File: src/rtl/ctrl_seq_pkg.sv
// Shared constants for the control sequencer: opcodes, ALU modes,
// jump condition codes and FSM state encoding.
package ctrl_seq_pkg;

  localparam logic [6:0] OP_MOV = 7'h01;
  localparam logic [6:0] OP_LDD = 7'h02;
  localparam logic [6:0] OP_LDO = 7'h03;
  localparam logic [6:0] OP_LDI = 7'h04;
  localparam logic [6:0] OP_STD = 7'h05;
  localparam logic [6:0] OP_STO = 7'h06;
  localparam logic [6:0] OP_ADD = 7'h07;
  localparam logic [6:0] OP_ADI = 7'h08;
  localparam logic [6:0] OP_ADC = 7'h09;
  localparam logic [6:0] OP_SUB = 7'h0A;
  localparam logic [6:0] OP_SUC = 7'h0B;
  localparam logic [6:0] OP_CMP = 7'h0C;
  localparam logic [6:0] OP_CMI = 7'h0D;
  localparam logic [6:0] OP_JMP = 7'h0E;
  localparam logic [6:0] OP_CLL = 7'h1F;
  localparam logic [6:0] OP_RET = 7'h20;

  localparam logic [3:0] ALU_ADD    = 4'b0000;
  localparam logic [3:0] ALU_ADC    = 4'b0001;
  localparam logic [3:0] ALU_SUB    = 4'b0010;
  localparam logic [3:0] ALU_SUC    = 4'b0011;
  localparam logic [3:0] ALU_PASS_L = 4'b1001;
  localparam logic [3:0] ALU_PASS_R = 4'b1010;

  localparam logic [3:0] JC_ALW = 4'd0;
  localparam logic [3:0] JC_C   = 4'd1;
  localparam logic [3:0] JC_EQ  = 4'd2;
  localparam logic [3:0] JC_LT  = 4'd3;
  localparam logic [3:0] JC_GT  = 4'd4;
  localparam logic [3:0] JC_LE  = 4'd5;
  localparam logic [3:0] JC_GE  = 4'd6;
  localparam logic [3:0] JC_NE  = 4'd7;
  localparam logic [3:0] JC_OV  = 4'd8;
  localparam logic [3:0] JC_NOV = 4'd9;

  typedef enum logic [1:0] {
    EXEC,
    MEM_WAIT,
    CALL_WAIT,
    RET_WAIT
  } state_t;

endpackage

File: src/rtl/ctrl_sequencer_if.sv
// Memory bus between the control sequencer (master) and the memory
// / stack side (slave).
interface ctrl_sequencer_if;
  logic mem_req;
  logic mem_we;
  logic mem_sp;
  logic mdata_sp;
  logic mem_ack;

  modport master (
    output mem_req, mem_we, mem_sp, mdata_sp,
    input  mem_ack
  );

  modport slave (
    input  mem_req, mem_we, mem_sp, mdata_sp,
    output mem_ack
  );
endinterface

File: src/rtl/cond_eval.sv
// Jump condition evaluation: ALU flags + 4-bit condition code -> taken.
// Codes 10..15 are treated as unconditional.
module cond_eval
  import ctrl_seq_pkg::*;
#(
  parameter int FLAG_W = 5
) (
  input  logic [FLAG_W-1:0] flags,
  input  logic [3:0]        code,
  output logic              taken
);

  logic eq, cy, lt, ov;
  logic unused_hi;

  assign eq = flags[0];
  assign cy = flags[1];
  assign lt = flags[2];
  assign ov = flags[3];
  assign unused_hi = ^flags[FLAG_W-1:4];

  always_comb begin
    taken = 1'b1;
    unique case (code)
      JC_ALW: taken = 1'b1;
      JC_C:   taken = cy;
      JC_EQ:  taken = eq;
      JC_LT:  taken = lt;
      JC_GT:  taken = ~(lt | eq);
      JC_LE:  taken = lt | eq;
      JC_GE:  taken = ~lt;
      JC_NE:  taken = ~eq;
      JC_OV:  taken = ov;
      JC_NOV: taken = ~ov;
      default: taken = 1'b1;
    endcase
  end

endmodule

File: src/rtl/ctrl_sequencer.sv
// Instruction control sequencer with memory wait / timeout handling.
// Define CTRL_SEQ_CALL_RET_EN to enable the cll/ret stack instructions.
module ctrl_sequencer
  import ctrl_seq_pkg::*;
#(
  parameter int REG_CNT     = 8,
  parameter int FLAG_W      = 5,
  parameter int MEM_TIMEOUT = 16
) (
  input  logic                       clk,
  input  logic                       rst_n,
  input  logic [15:0]                instr,
  input  logic                       instr_valid,
  input  logic [FLAG_W-1:0]          flags,
  ctrl_sequencer_if.master           bus,
  output logic                       pc_inc,
  output logic                       pc_ie,
  output logic                       reg_in_mux_ctl,
  output logic                       alu_r_mux_ctl,
  output logic                       alu_cin,
  output logic [3:0]                 alu_mode,
  output logic [$clog2(REG_CNT)-1:0] reg_l_ctl,
  output logic [$clog2(REG_CNT)-1:0] reg_r_ctl,
  output logic [REG_CNT-1:0]         gp_reg_ie,
  output logic                       alu_flags_ie,
  output logic                       sp_inc,
  output logic                       sp_dec,
  output logic                       busy,
  output logic                       bus_err
);

  localparam int RW = $clog2(REG_CNT);
  localparam int CW = $clog2(MEM_TIMEOUT);

  logic [6:0]         op;
  logic [RW-1:0]      tg, fo, so;
  logic [REG_CNT-1:0] tg_oh;
  logic               taken;
  logic               is_load, is_store;
  logic [3:0]         m_mode;
  logic [RW-1:0]      m_l;
  logic               tmo;
  logic               mem_ctl;
`ifdef CTRL_SEQ_CALL_RET_EN
  logic               call_ctl;
  logic               ret_ctl;
`endif

  state_t             state_q, state_d;
  logic [CW-1:0]      cnt_q;

  assign op    = instr[6:0];
  assign tg    = instr[7 +: RW];
  assign fo    = instr[10 +: RW];
  assign so    = instr[13 +: RW];
  assign tg_oh = REG_CNT'(1) << tg;
  assign tmo   = (cnt_q == CW'(MEM_TIMEOUT - 1));

  assign is_load  = (op == OP_LDD) || (op == OP_LDO);
  assign is_store = (op == OP_STD) || (op == OP_STO);
  assign m_mode   = (op == OP_LDO || op == OP_STO) ? ALU_ADD : ALU_PASS_R;
  assign m_l      = (op == OP_LDO) ? fo : (op == OP_STO) ? so : '0;

  cond_eval #(.FLAG_W(FLAG_W)) u_cond (
    .flags (flags),
    .code  (instr[10:7]),
    .taken (taken)
  );

  always_ff @(posedge clk or negedge rst_n) begin
    if (!rst_n) begin
      state_q <= EXEC;
      cnt_q   <= '0;
    end else begin
      state_q <= state_d;
      if (state_q == EXEC || state_d == EXEC) cnt_q <= '0;
      else cnt_q <= cnt_q + 1'b1;
    end
  end

  always_comb begin
    state_d        = state_q;
    pc_inc         = 1'b0;
    pc_ie          = 1'b0;
    reg_in_mux_ctl = 1'b0;
    alu_r_mux_ctl  = 1'b0;
    alu_cin        = 1'b0;
    alu_mode       = '0;
    reg_l_ctl      = '0;
    reg_r_ctl      = '0;
    gp_reg_ie      = '0;
    alu_flags_ie   = 1'b0;
    sp_inc         = 1'b0;
    sp_dec         = 1'b0;
    busy           = 1'b0;
    bus_err        = 1'b0;
    bus.mem_req    = 1'b0;
    bus.mem_we     = 1'b0;
    bus.mem_sp     = 1'b0;
    bus.mdata_sp   = 1'b0;
    mem_ctl        = 1'b0;
`ifdef CTRL_SEQ_CALL_RET_EN
    call_ctl       = 1'b0;
    ret_ctl        = 1'b0;
`endif
    // Reset masks all outputs, independent of the instruction inputs.
    if (rst_n) begin
      busy = (state_q != EXEC);
      unique case (state_q)
        EXEC: if (instr_valid) begin
          pc_inc = 1'b1;
          unique case (op)
            OP_MOV: begin
              alu_mode  = ALU_PASS_L;
              reg_l_ctl = fo;
              gp_reg_ie = tg_oh;
            end
            OP_LDI: begin
              alu_mode      = ALU_PASS_R;
              alu_r_mux_ctl = 1'b1;
              gp_reg_ie     = tg_oh;
            end
            OP_ADD, OP_SUB: begin
              alu_mode     = (op == OP_ADD) ? ALU_ADD : ALU_SUB;
              reg_l_ctl    = fo;
              reg_r_ctl    = so;
              gp_reg_ie    = tg_oh;
              alu_flags_ie = 1'b1;
            end
            OP_ADC, OP_SUC: begin
              alu_mode     = (op == OP_ADC) ? ALU_ADC : ALU_SUC;
              alu_cin      = flags[1];
              reg_l_ctl    = fo;
              reg_r_ctl    = so;
              gp_reg_ie    = tg_oh;
              alu_flags_ie = 1'b1;
            end
            OP_ADI: begin
              alu_mode      = ALU_ADD;
              alu_r_mux_ctl = 1'b1;
              reg_l_ctl     = fo;
              gp_reg_ie     = tg_oh;
              alu_flags_ie  = 1'b1;
            end
            OP_CMP: begin
              alu_mode     = ALU_SUB;
              reg_l_ctl    = fo;
              reg_r_ctl    = so;
              alu_flags_ie = 1'b1;
            end
            OP_CMI: begin
              alu_mode      = ALU_SUB;
              alu_r_mux_ctl = 1'b1;
              reg_l_ctl     = fo;
              alu_flags_ie  = 1'b1;
            end
            OP_JMP: begin
              alu_mode      = ALU_PASS_R;
              alu_r_mux_ctl = 1'b1;
              pc_ie         = taken;
              pc_inc        = ~taken;
            end
            OP_LDD, OP_LDO, OP_STD, OP_STO: begin
              mem_ctl = 1'b1;
              pc_inc  = 1'b0;
              state_d = MEM_WAIT;
            end
`ifdef CTRL_SEQ_CALL_RET_EN
            OP_CLL: begin
              call_ctl = 1'b1;
              pc_inc   = 1'b0;
              state_d  = CALL_WAIT;
            end
            OP_RET: begin
              ret_ctl = 1'b1;
              pc_inc  = 1'b0;
              state_d = RET_WAIT;
            end
`endif
            default: ;
          endcase
        end
        MEM_WAIT: begin
          mem_ctl = 1'b1;
          if (bus.mem_ack) begin
            pc_inc  = 1'b1;
            state_d = EXEC;
            if (is_load) begin
              reg_in_mux_ctl = 1'b1;
              gp_reg_ie      = tg_oh;
            end
          end else if (tmo) begin
            bus_err = 1'b1;
            pc_inc  = 1'b1;
            state_d = EXEC;
          end
        end
`ifdef CTRL_SEQ_CALL_RET_EN
        CALL_WAIT: begin
          call_ctl      = 1'b1;
          alu_mode      = ALU_PASS_R;
          alu_r_mux_ctl = 1'b1;
          if (bus.mem_ack) begin
            pc_ie   = 1'b1;
            sp_dec  = 1'b1;
            state_d = EXEC;
          end else if (tmo) begin
            bus_err = 1'b1;
            pc_inc  = 1'b1;
            state_d = EXEC;
          end
        end
        RET_WAIT: begin
          ret_ctl = 1'b1;
          if (bus.mem_ack) begin
            pc_ie          = 1'b1;
            reg_in_mux_ctl = 1'b1;
            sp_inc         = 1'b1;
            state_d        = EXEC;
          end else if (tmo) begin
            bus_err = 1'b1;
            pc_inc  = 1'b1;
            state_d = EXEC;
          end
        end
`endif
        default: state_d = EXEC;
      endcase
      // Address/data controls stay stable for the whole access.
      if (mem_ctl) begin
        bus.mem_req   = 1'b1;
        bus.mem_we    = is_store;
        alu_r_mux_ctl = 1'b1;
        alu_mode      = m_mode;
        reg_l_ctl     = m_l;
        if (is_store) reg_r_ctl = fo;
      end
`ifdef CTRL_SEQ_CALL_RET_EN
      if (call_ctl) begin
        bus.mem_req  = 1'b1;
        bus.mem_we   = 1'b1;
        bus.mem_sp   = 1'b1;
        bus.mdata_sp = 1'b1;
      end
      if (ret_ctl) begin
        bus.mem_req = 1'b1;
        bus.mem_sp  = 1'b1;
      end
`endif
    end
  end

endmodule

File: src/flat_wrapper.sv
// flat-port wrapper written by rule: the top's interface ports become plain ports
module ctrl_sequencer_flat import ctrl_seq_pkg::*;
#(
  parameter int REG_CNT     = 8,
  parameter int FLAG_W      = 5,
  parameter int MEM_TIMEOUT = 16
)
  (clk, rst_n, instr, instr_valid, flags, pc_inc, pc_ie, reg_in_mux_ctl, alu_r_mux_ctl, alu_cin, alu_mode, reg_l_ctl, reg_r_ctl, gp_reg_ie, alu_flags_ie, sp_inc, sp_dec, busy, bus_err, bus_mem_req, bus_mem_we, bus_mem_sp, bus_mdata_sp, bus_mem_ack);
  ctrl_sequencer_if bus_i ();
  input  logic clk;
  input  logic rst_n;
  input  logic [15:0] instr;
  input  logic instr_valid;
  input  logic [FLAG_W-1:0] flags;
  output logic pc_inc;
  output logic pc_ie;
  output logic reg_in_mux_ctl;
  output logic alu_r_mux_ctl;
  output logic alu_cin;
  output logic [3:0] alu_mode;
  output logic [$clog2(REG_CNT)-1:0] reg_l_ctl;
  output logic [$clog2(REG_CNT)-1:0] reg_r_ctl;
  output logic [REG_CNT-1:0] gp_reg_ie;
  output logic alu_flags_ie;
  output logic sp_inc;
  output logic sp_dec;
  output logic busy;
  output logic bus_err;
  output wire logic [$bits(bus_i.mem_req)-1:0] bus_mem_req;
  output wire logic [$bits(bus_i.mem_we)-1:0] bus_mem_we;
  output wire logic [$bits(bus_i.mem_sp)-1:0] bus_mem_sp;
  output wire logic [$bits(bus_i.mdata_sp)-1:0] bus_mdata_sp;
  input wire logic [$bits(bus_i.mem_ack)-1:0] bus_mem_ack;
  assign bus_mem_req = bus_i.mem_req;
  assign bus_mem_we = bus_i.mem_we;
  assign bus_mem_sp = bus_i.mem_sp;
  assign bus_mdata_sp = bus_i.mdata_sp;
  assign bus_i.mem_ack = bus_mem_ack;
  ctrl_sequencer #(.REG_CNT(REG_CNT), .FLAG_W(FLAG_W), .MEM_TIMEOUT(MEM_TIMEOUT)) u_core (.clk(clk), .rst_n(rst_n), .instr(instr), .instr_valid(instr_valid), .flags(flags), .bus(bus_i), .pc_inc(pc_inc), .pc_ie(pc_ie), .reg_in_mux_ctl(reg_in_mux_ctl), .alu_r_mux_ctl(alu_r_mux_ctl), .alu_cin(alu_cin), .alu_mode(alu_mode), .reg_l_ctl(reg_l_ctl), .reg_r_ctl(reg_r_ctl), .gp_reg_ie(gp_reg_ie), .alu_flags_ie(alu_flags_ie), .sp_inc(sp_inc), .sp_dec(sp_dec), .busy(busy), .bus_err(bus_err));
endmodule
File: config.mk
export PLATFORM = sky130hd
export DESIGN_NAME = ctrl_sequencer_flat
export DESIGN_NICKNAME = d
export VERILOG_FILES = /design/src/rtl/ctrl_seq_pkg.sv /design/src/rtl/ctrl_sequencer_if.sv /design/src/rtl/cond_eval.sv /design/src/rtl/ctrl_sequencer.sv /design/src/flat_wrapper.sv
export SDC_FILE = /design/constraint.sdc
export NUM_CORES = 1
export LEC_CHECK = 0
export ABC_AREA = 1
export CAP_MARGIN = 20
export CORE_MARGIN = 2
export CORE_UTILIZATION = 40
export DETAILED_ROUTE_END_ITERATION = 10
export PLACE_DENSITY = 0.86
export SLEW_MARGIN = 0
export SYNTH_ARGS = -nofsm -noshare
export SYNTH_HDL_FRONTEND = slang
export SYNTH_HIERARCHICAL = 1
export SYNTH_SLANG_ARGS = --single-unit
File: constraint.sdc
create_clock -name clk -period 3.3 [get_ports clk]
set_clock_uncertainty 0.15 [all_clocks]
set_input_delay 0.825 -clock clk [delete_from_list [all_inputs] [get_ports clk]]
set_output_delay 0.825 -clock clk [all_outputs]
set_load 0.01 [all_outputs]
# Word level (Yosys, flattened, before mapping)

Cells that the tools add are included.
Widths: inputs -> output; s select.

Add/subtract/negate cells: 1
Eq/ne operators: 25
Shift operators: 1
Mux-type cells: 74
Bitwise operators: 6
Reduce and logical (&&, ||, !) cells: 17

Operators by type and width:

| operator            | count |
|---|---|
| $eq 7x4->1 const B  | 7 |
| $mux 8              | 5 |
| $mux 3              | 13 |
| $mux 1              | 36 |
| $eq 7x3->1 const B  | 4 |
| $mux 4              | 6 |
| $pmux 4 s5          | 1 |
| $eq 4x3->1 const B  | 4 |
| $pmux 8 s2          | 1 |
| $eq 7x2->1 const B  | 2 |
| $mux 2              | 7 |
| $reduce_or 7->1     | 2 |
| $eq 4x4->1 const B  | 3 |
| $pmux 1 s9          | 1 |
| $eq 4x2->1 const B  | 2 |
| $reduce_or 2->1     | 4 |
| $reduce_or 4->1     | 2 |
| $reduce_or 8->1     | 1 |
| $shl 1x3->8 const A | 1 |
| $eq 7x1->1 const B  | 1 |
| $pmux 1 s2          | 3 |
| $not 1->1           | 5 |
| $reduce_or 5->1     | 1 |
| $add 4x1->4 const B | 1 |
| 7 further kinds     | 11 |

Register bits after elaboration: 6
Input port bits: 25
Output and inout bits: 32
Word-level logic and storage cells: 126

# Longest topological paths before layout

Gate-level depths: netlist (run 1).

Depth after elaboration: 9
Depth in mapped cells: 11
Gate-level depth less buffers: 11

# Cells and area by module

The synthesis (run 1) kept the hierarchy.

By module, submodules not included:

| module         | times used | cells an instance | area each (um2) | seq. area each (um2) |
|---|---|---|---|---|
| ctrl_sequencer | 1          | 180               | 973.4           | 150.1 |
| cond_eval      | 1          | 24                | 103.8           | 0.0 |

# Least setup slack after synthesis (run 1)

Ideal clock, no wire load.

Path type: input port to output port
Start point: input port instr[4]
End point: output port bus_mem_we
Arrival: 1,734 ps
Required time: 2,325 ps
Setup slack: 591 ps
Cell stages on the path: 9
Buffers on the path: 0
Path through: inv_2 -> nand2_1 -> nor2_4 -> nand3_2 -> nand2_2 -> nand2_4 -> nand2_8 -> inv_4 -> nor3_1

Longest elaborated chain between the ends: 8
Elaborated cells between the ends (all ways): 12
Classes of those cells: eq/ne (4); mux (6); reduce/logical (2)

Ends and longest elaborated chain:

| element                                  | line                                        | RTL |
|---|---|---|
| from (decl)                              | flat_wrapper.sv:12                          | `input logic [15:0] instr;` |
| $eq 7x3->1 or $eq 7x2->1 (tied branches) | ctrl_sequencer.sv:60, ctrl_sequencer.sv:112 |  |
| $reduce_or 4->1                          | ctrl_sequencer.sv:112                       | `unique case (op)` |
| $mux 1                                   | ctrl_sequencer.sv:112                       |  |
| $mux 1                                   | ctrl_sequencer.sv:110                       | `EXEC: if (instr_valid) begin` |
| $pmux 1 s2                               | ctrl_sequencer.sv:109                       | `unique case (state_q)` |
| $mux 1                                   | ctrl_sequencer.sv:107                       | `if (rst_n) begin` |
| $mux 1 *                                 | ctrl_sequencer.sv:230                       | `if (mem_ctl) begin` |
| $mux 1 *                                 | ctrl_sequencer.sv:107                       |  |
| to (decl)                                | flat_wrapper.sv:30                          | `output wire logic [$bits(bus_i.mem_we)-1:0] bus_mem_we;` |

Every way passes the cells marked *; elsewhere a longest branch is shown, timed or not. The select of a mux whose other input is x is not followed.

# Worst setup path in the final report (run 1)

Start point: input port instr[3]
End point: output port gp_reg_ie[5]

Longest elaborated chain between the ends: 6
Elaborated cells between the ends (all ways): 17
Classes of those cells: eq/ne (9); mux (6); reduce/logical (2)

Ends and longest elaborated chain:

| element                                                              | line                                         | RTL |
|---|---|---|
| $eq 7x1->1, or another cell as far along                             | ctrl_sequencer.sv:112                        |  |
| $reduce_or 7->1 (no source line) or $logic_or 1x1->1 (tied branches) | n/a                                          |  |
| $mux 8, on equally long branches                                     | ctrl_sequencer.sv:112, ctrl_sequencer.sv:188 |  |
| $mux 8, on equally long branches                                     | ctrl_sequencer.sv:110, ctrl_sequencer.sv:185 |  |
| $pmux 8 s2 *                                                         | ctrl_sequencer.sv:109                        |  |
| $mux 8 *                                                             | ctrl_sequencer.sv:107                        |  |
| to (decl)                                                            | flat_wrapper.sv:23                           | `output logic [REG_CNT-1:0] gp_reg_ie;` |

Every way passes the cells marked *; elsewhere a longest branch is shown, timed or not.

==> metrics.md, run 1 <==
| Metric | Value |
|---|---|
| Status | finished clean |
| Setup_tns | 0 ns |
| Cell Pwr Density | 151 nW/um^2 |
| Final WL | 4130 microns |
| RSZ-0062 raised after global routing | yes |
| Fin util | 0.745 |
| Final nets | 323 |
| Hold endpoint | u_core/cnt_q[0] |
| ANT nets after route | 0 |
| Synth Area in XOR/XNOR | 0.0163 |
| Largest net degree at the start of global routing | 14 |
| Post-synth EDFFs | 0 |
| Crit-path slowest cell | dlygate4sd2_1 |
| Area growth syn-to-layout | 74.3% |
| CTS Buffer Depth | 2 |
| Worst r2r dst | u_core/cnt_q[2] |
| Simple-gate portion of the synthesized area | 0.556 |
| Row count | 18 |
| CTS root buffer | clkbuf_4 |
| Synth Warn # | 6 |
| DR WL/cell | 12.7 microns |
| Fin Hold WS | 0.308 ns |
| Final hold violations | 0 |
| Antenna violations before repair | 0 |
| Global-route wire length before repair | 6710 microns |
| N_diodes | 0 |
| Cell area after layout | 1880 sq um |
| Most frequent cell after synthesis | nand2_1 |
| Final Critical Period | 3.25 ns |
| Synth top area cells | nand2_1 (21%), dfrtp_1 (14%), nor2_1 (13%) |
| Worst R2R Path Depth | 8 |
| CP Max Fanout | 4 |
| Area share of the largest cell type after synthesis | 0.206 |
| Slew Limit Fails | 0 |
| Vias per inst | 5.17 |
| Placed cell area | 1830 sq um |
| Die Y | 55.9 microns |
| Crit Reg-Reg Startpoint | u_core/state_q[1] |
| Num CTS Buffers | 3 |
| Largest family of logic cells by synthesized area | simple AND/OR/NAND/NOR gates |
| Gr ovfl total | 0 |
| Share of post-route cells with drive strength above 1 | 0.315 |
| Maximum VDD drop | 0.170 mV |
| Worst hold path class | flop to flop |
| Asr flop ratio synth | 1.00 |
| Cell-by-cell listing of the critical path | dlygate4sd2_1, inv_1, nand2_2, nor2_2, o21ai_2, nand3_1, nand2_1, nand2_2, nand2_2, nor2_1, dlygate4sd2_1 |
| Adder-Cell Fraction of Synth Area | 0.0116 |
| CP endpoint kind | output port |
| Global placer's final weighted congestion | 0.953 |
| Cell count after synthesis | 204 |
| Vias after detailed routing | 1680 |
| WP buf/inv | 3 |
| Most frequent CP cell | nand2_2 |
| Die area | 3120 sq um |
| Min-Delay Path Depth | 1 |
| Dominant synthesized flop cell | dfrtp_1 |
| DIE WIDTH | 55.9 microns |
| Leak pwr | 1.11 nW |
| Worst Setup Start Kind | input port |
| Fill cells | 206 |
| Number of clock sinks | 6 |
| Mux contribution to synthesized area | 0 |
| Hold Crit Start | u_core/cnt_q[0] |
| Core Area | 2520 sq um |
| Mapped cell area | 1080 sq um |
| Initial DRC Count | 81 |
| Setup violators final | 0 |
| Hpwl dp | 2770 microns |
| CP required | 2.32 ns |
| Cell variety after synth | 29 |
| Worst-skew pair later-pin latency | 0.25 ns |
| Compound-gate portion of the synthesized area | 0.113 |
| CP max stage delay | 0.27 ns |
| # IOs | 57 |
| Initial Util | 0.427 |
| Crit path kind | input port to output port |
| CTS tree | built |
| Yosys top cell by area | nand2_1 |
| Sequential share of the synthesized area | 0.139 |
| Mean post-synth cell area | 5.28 sq um |
| Vias in the first global route | 1551 |
| Maximum capacitance violations | 0 |
| Period utilization | 0.986 |
| Hold buffer count at CTS | 0 |
| PortBufs | 50 |
| Register-to-register setup slack | 1.69 ns |
| Tot GR Track Use | 0.265 |
| Max Clk Rate | 307 MHz |
| First drt pass iteration count | 4 |
| Drt drc | 0 |
| Worst path arrival time | 2.28 ns |
| #FFs+latches synth | 6 |
| Top post-synthesis cells by count | nand2_1 (59), nor2_1 (36), inv_1 (29) |
| H-Tree Depth | 1 |
| Crit path max-delay family | simple AND/OR/NAND/NOR gates |
| Worst-path clk slew | 0.05 ns |
## metrics by stage
stage	cells	power, mW	worst slack, ns
floorplan	208	0.134	0.591
global placement	314	0.203	-0.481
detailed placement	314	0.205	-0.558
CTS	325	0.281	0.00386
global route	325	0.303	-0.0695
finish	325	0.284	0.0458
## worst reg2reg max path, cell delays in order, from the launching register on
cell and delay (ns):
dfrtp_1 0.41, nor2_2 0.18, nand2_1 0.19, inv_6 0.13, nand2_4 0.08, buf_4 0.13
nand2_1 0.08, o21bai_2 0.09, nor2_1 0.11
## timing repair
item,CTS,global route
setup buffers,8,0
resized for setup,61,35
endpoints found under the setup margin,26,22
pin swaps,14,4
hold endpoints to repair,0,0
## worst max path at each step
stage | from | endpoint | slack, ns | cells past startpoint
CTS | instr[5] | reg_in_mux_ctl | 0.004 | 8
finish | instr[3] | gp_reg_ie[5] | 0.05 | 11
global placement | instr[3] | reg_l_ctl[0] | -0.48 | 11
detailed placement | instr[6] | gp_reg_ie[3] | -0.56 | 11
floorplan | instr[4] | bus_mem_we | 0.59 | 9
global route | instr[5] | gp_reg_ie[0] | -0.07 | 11
## cells in the final DEF, fill, tap and decap left out, types with 3 or more instances in the layout
master,Yosys,layout
a21oi_1,10,9
conb_1,1,5
buf_2,0,4
nand2_2,5,9
a21oi_2,2,3
nor2_1,36,31
buf_4,5,39
nand3_1,22,19
o21ai_0,5,4
clkbuf_2,0,12
inv_1,29,29
clkdlybuf4s50_1,0,13
nand3_2,1,4
dlygate4sd2_1,0,16
nand4_1,3,3
nor2_2,3,7
dfrtp_1,6,6
clkbuf_4,0,3
clkdlybuf4s15_1,0,3
nand2_1,59,54
## layer usage
metal  routed length [microns]  global-route usage
met1                      1650               0.329
met2                      1980               0.444
met3                       395              0.0395
met4                        99               0.133
met5                         0                   0
## sequential cells by signal (all words and copies together), names as in the netlist
register,cells
u_core/cnt_q,4
u_core/state_q,2
## logic make-up (layout without fill, tap and decap cells)
kind of cell,count (synthesis),count (layout)
simple gates,134,134
flops,6,6
compound gates,21,21
other cells,1,5
buf+inv,39,126
fa+ha+maj,1,1
xor+xnor,2,2
## where the power goes
part	switching (mW)	internal (mW)	leakage [nW]	total (mW)
Clock	0.0296	0.0413	0.0138	0.0710
Sequential	0.000464	0.0744	0.0837	0.0749
Combinational	0.0758	0.0623	1.01	0.138
## area by class of cell
| type | instances | area [sq um] | share of cell area |
|---|---|---|---|
| Inverter | 33 | 131 | 0.0700 |
| Tap cell | 30 | 37.5 | 0.0200 |
| Multi-Input combinational cell | 163 | 827 | 0.440 |
| Sequential cell | 6 | 150 | 0.0799 |
| Clock buffer | 3 | 22.5 | 0.0120 |
| Timing Repair Buffer | 90 | 709 | 0.378 |
Note: power is estimated with default switching activity, not from simulation.
==> run 2, diff against run 1 <==
- GPL_ROUTABILITY_DRIVEN: unset -> 0
==> metrics.md, run 2 (synthesis gave the netlist of run 1 again) <==
| Metric | Value |
|---|---|
| Final nets | 320 (-0.93%) |
| Worst setup startpoint | instr[0] |
| CP Max Fanout | 5 (+1) |
| First drt pass iteration count | 4 (unchanged) |
| H-Tree Depth | 1 (unchanged) |
| Setup violators final | 0 (unchanged) |
| ANT nets after route | 0 (unchanged) |
| Tot GR Track Use | 0.242 (-0.0231) |
| Cell Pwr Density | 151 nW/um^2 (-0.42%) |
| Drt drc | 0 (unchanged) |
| Leak pwr | 1.09 nW (-1.8%) |
| Worst hold path class | flop to flop |
| Commonest non-fill, non-tap cell in the layout | nand2_1 |
| Top reg by flops | u_core/cnt_q |
| Largest registers | u_core/cnt_q: 4 flops, u_core/state_q: 2 flops |
| # IOs | 57 (unchanged) |
| Final hold violations | 0 (unchanged) |
| Final Critical Period | 3.20 ns (-0.0588 ns) |
| Initial DRC Count | 63 (-22%) |
| Share of post-route cells with drive strength above 1 | 0.346 (+0.0306) |
| Fin Hold WS | 0.314 ns (+0.00537 ns) |
| Period utilization | 0.968 (-0.0178) |
| CTS Buffer Depth | 2 (unchanged) |
| Power consumption | 0.280 mW (-1.4%) |
| Maximum VDD drop | 0.218 mV (+28%) |
| Cell area after layout | 1860 sq um (-1.0%) |
| Core Area | 2520 sq um (unchanged) |
| CP required | 2.32 ns (about the same) |
| Worst-skew pair later-pin latency | 0.24 ns (about the same) |
| Area growth syn-to-layout | 72.6% |
| DP Worst Slack | -0.508 ns (+0.0500 ns) |
| Final WL | 3830 microns (-7.4%) |
| PortBufs | 50 (unchanged) |
| Hold Crit Start | u_core/cnt_q[0] |
| N_diodes | 0 (unchanged) |
| Max Clk Rate | 313 MHz (+1.8%) |
| Most frequent cells in the layout | nand2_1 (50), buf_4 (36), nor2_1 (31) |
| Largest register FFs | 4 (unchanged) |
| CP endpoint kind | output port |
| Die area | 3120 sq um (unchanged) |
| Final WS setup | 0.105 ns (+0.0588 ns) |
| Largest net degree at the start of global routing | 14 (unchanged) |
| CTS root buffer | clkbuf_4 |
| DIE WIDTH | 55.9 microns (unchanged) |
| Worst-path clk slew | 0.04 ns (about the same) |
| DR WL/cell | 11.9 microns (-6.5%) |
| Crit path kind | input port to output port |
| RSZ-0062 raised after global routing | no |
| CTS tree | built |
| Initial Util | 0.427 (unchanged) |
| Vias in the first global route | 1466 (-5.5%) |
| Antenna violations before repair | 0 (unchanged) |
| Num CTS Buffers | 3 (unchanged) |
| Gr ovfl total | 0 (unchanged) |
| Vias after detailed routing | 1611 (-4.1%) |
| Die Y | 55.9 microns (unchanged) |
| Placed cell area | 1840 sq um (+0.41%) |
| Global-route wire length before repair | 6200 microns (-7.6%) |
| Setup_tns | 0 ns (unchanged) |
| Number of clock sinks | 6 (unchanged) |
| Hpwl dp | 2910 microns (+4.9%) |
| Vias per inst | 5.00 (-3.2%) |
| Worst path arrival time | 2.22 ns (-0.06 ns) |
| Row count | 18 (unchanged) |
| Slew Limit Fails | 0 (unchanged) |
| Maximum capacitance violations | 0 (unchanged) |
| Crit Reg-Reg Startpoint | u_core/state_q[1] |
| Status | finished clean |
| Worst Setup Start Kind | input port |
run 2: changes by cell type in the layout (fill, tap and decap cells not counted), moves of 3 or more:
cell,change
buf_4,-3
buf_2,+7
nand2_1,-4
clkbuf_2,-3
nand2_2,+4
run 2: critical path, cell delays in order:
cell	delay, ns
dlygate4sd2_1	0.30
buf_4	0.17
nor2_2	0.20
nand2_1	0.13
nand2_1	0.10
inv_1	0.07
nand3_1	0.08
nand2_1	0.08
a21oi_2	0.12
clkbuf_2	0.14
run 2: path summary, 6_finish.rpt:
kind	to	slack [ns]	cells past startpoint
max in group asynchronous	u_core/state_q[1]	2.07	3
min in group asynchronous	u_core/state_q[0]	0.79	2
max	alu_mode[1]	0.10	10
max reg2reg	u_core/cnt_q[2]	1.81	8
min reg2reg	u_core/cnt_q[0]	0.31	1
min	u_core/cnt_q[0]	0.31	1
run 2: area by class of cell:
class | count | area, sq um
multi-input cells | 163 | 848
repair buffers | 87 | 669
fillers | 209 | 663
flip-flops and latches | 6 | 150
inverters | 33 | 131
well taps | 30 | 37.5
clock buffers | 3 | 22.5
run 2: stage by stage:
step	util	instances
after floorplan	-	208
after global placement	0.728	315
after detailed placement	0.728	315
final	0.737	322
after global routing	0.737	322
after CTS	0.738	321
run 2: where the power goes:
| group | switching [mW] | internal, mW | leakage [nW] |
|---|---|---|---|
| sequential | 0.000474 | 0.0745 | 0.0837 |
| combinational | 0.0758 | 0.0636 | 0.991 |
| clock | 0.0246 | 0.0410 | 0.0138 |
run 2: per-layer routing:
layer | wire length (microns) | GRT usage | vias to the layer above
li1 | - | - | 814
met3 | 205 | 0.0233 | 8
met5 | 0 | 0 | -
met2 | 1940 | 0.439 | 59
met1 | 1600 | 0.293 | 730
met4 | 83 | 0.0884 | 0
run 2: what timing repair did:
action	CTS	global route
gates cloned	0	0
gates resized for setup	86	30
pin swaps	9	4
setup buffers	3	1
hold buffers	0	0
endpoints found under the setup margin	26	15
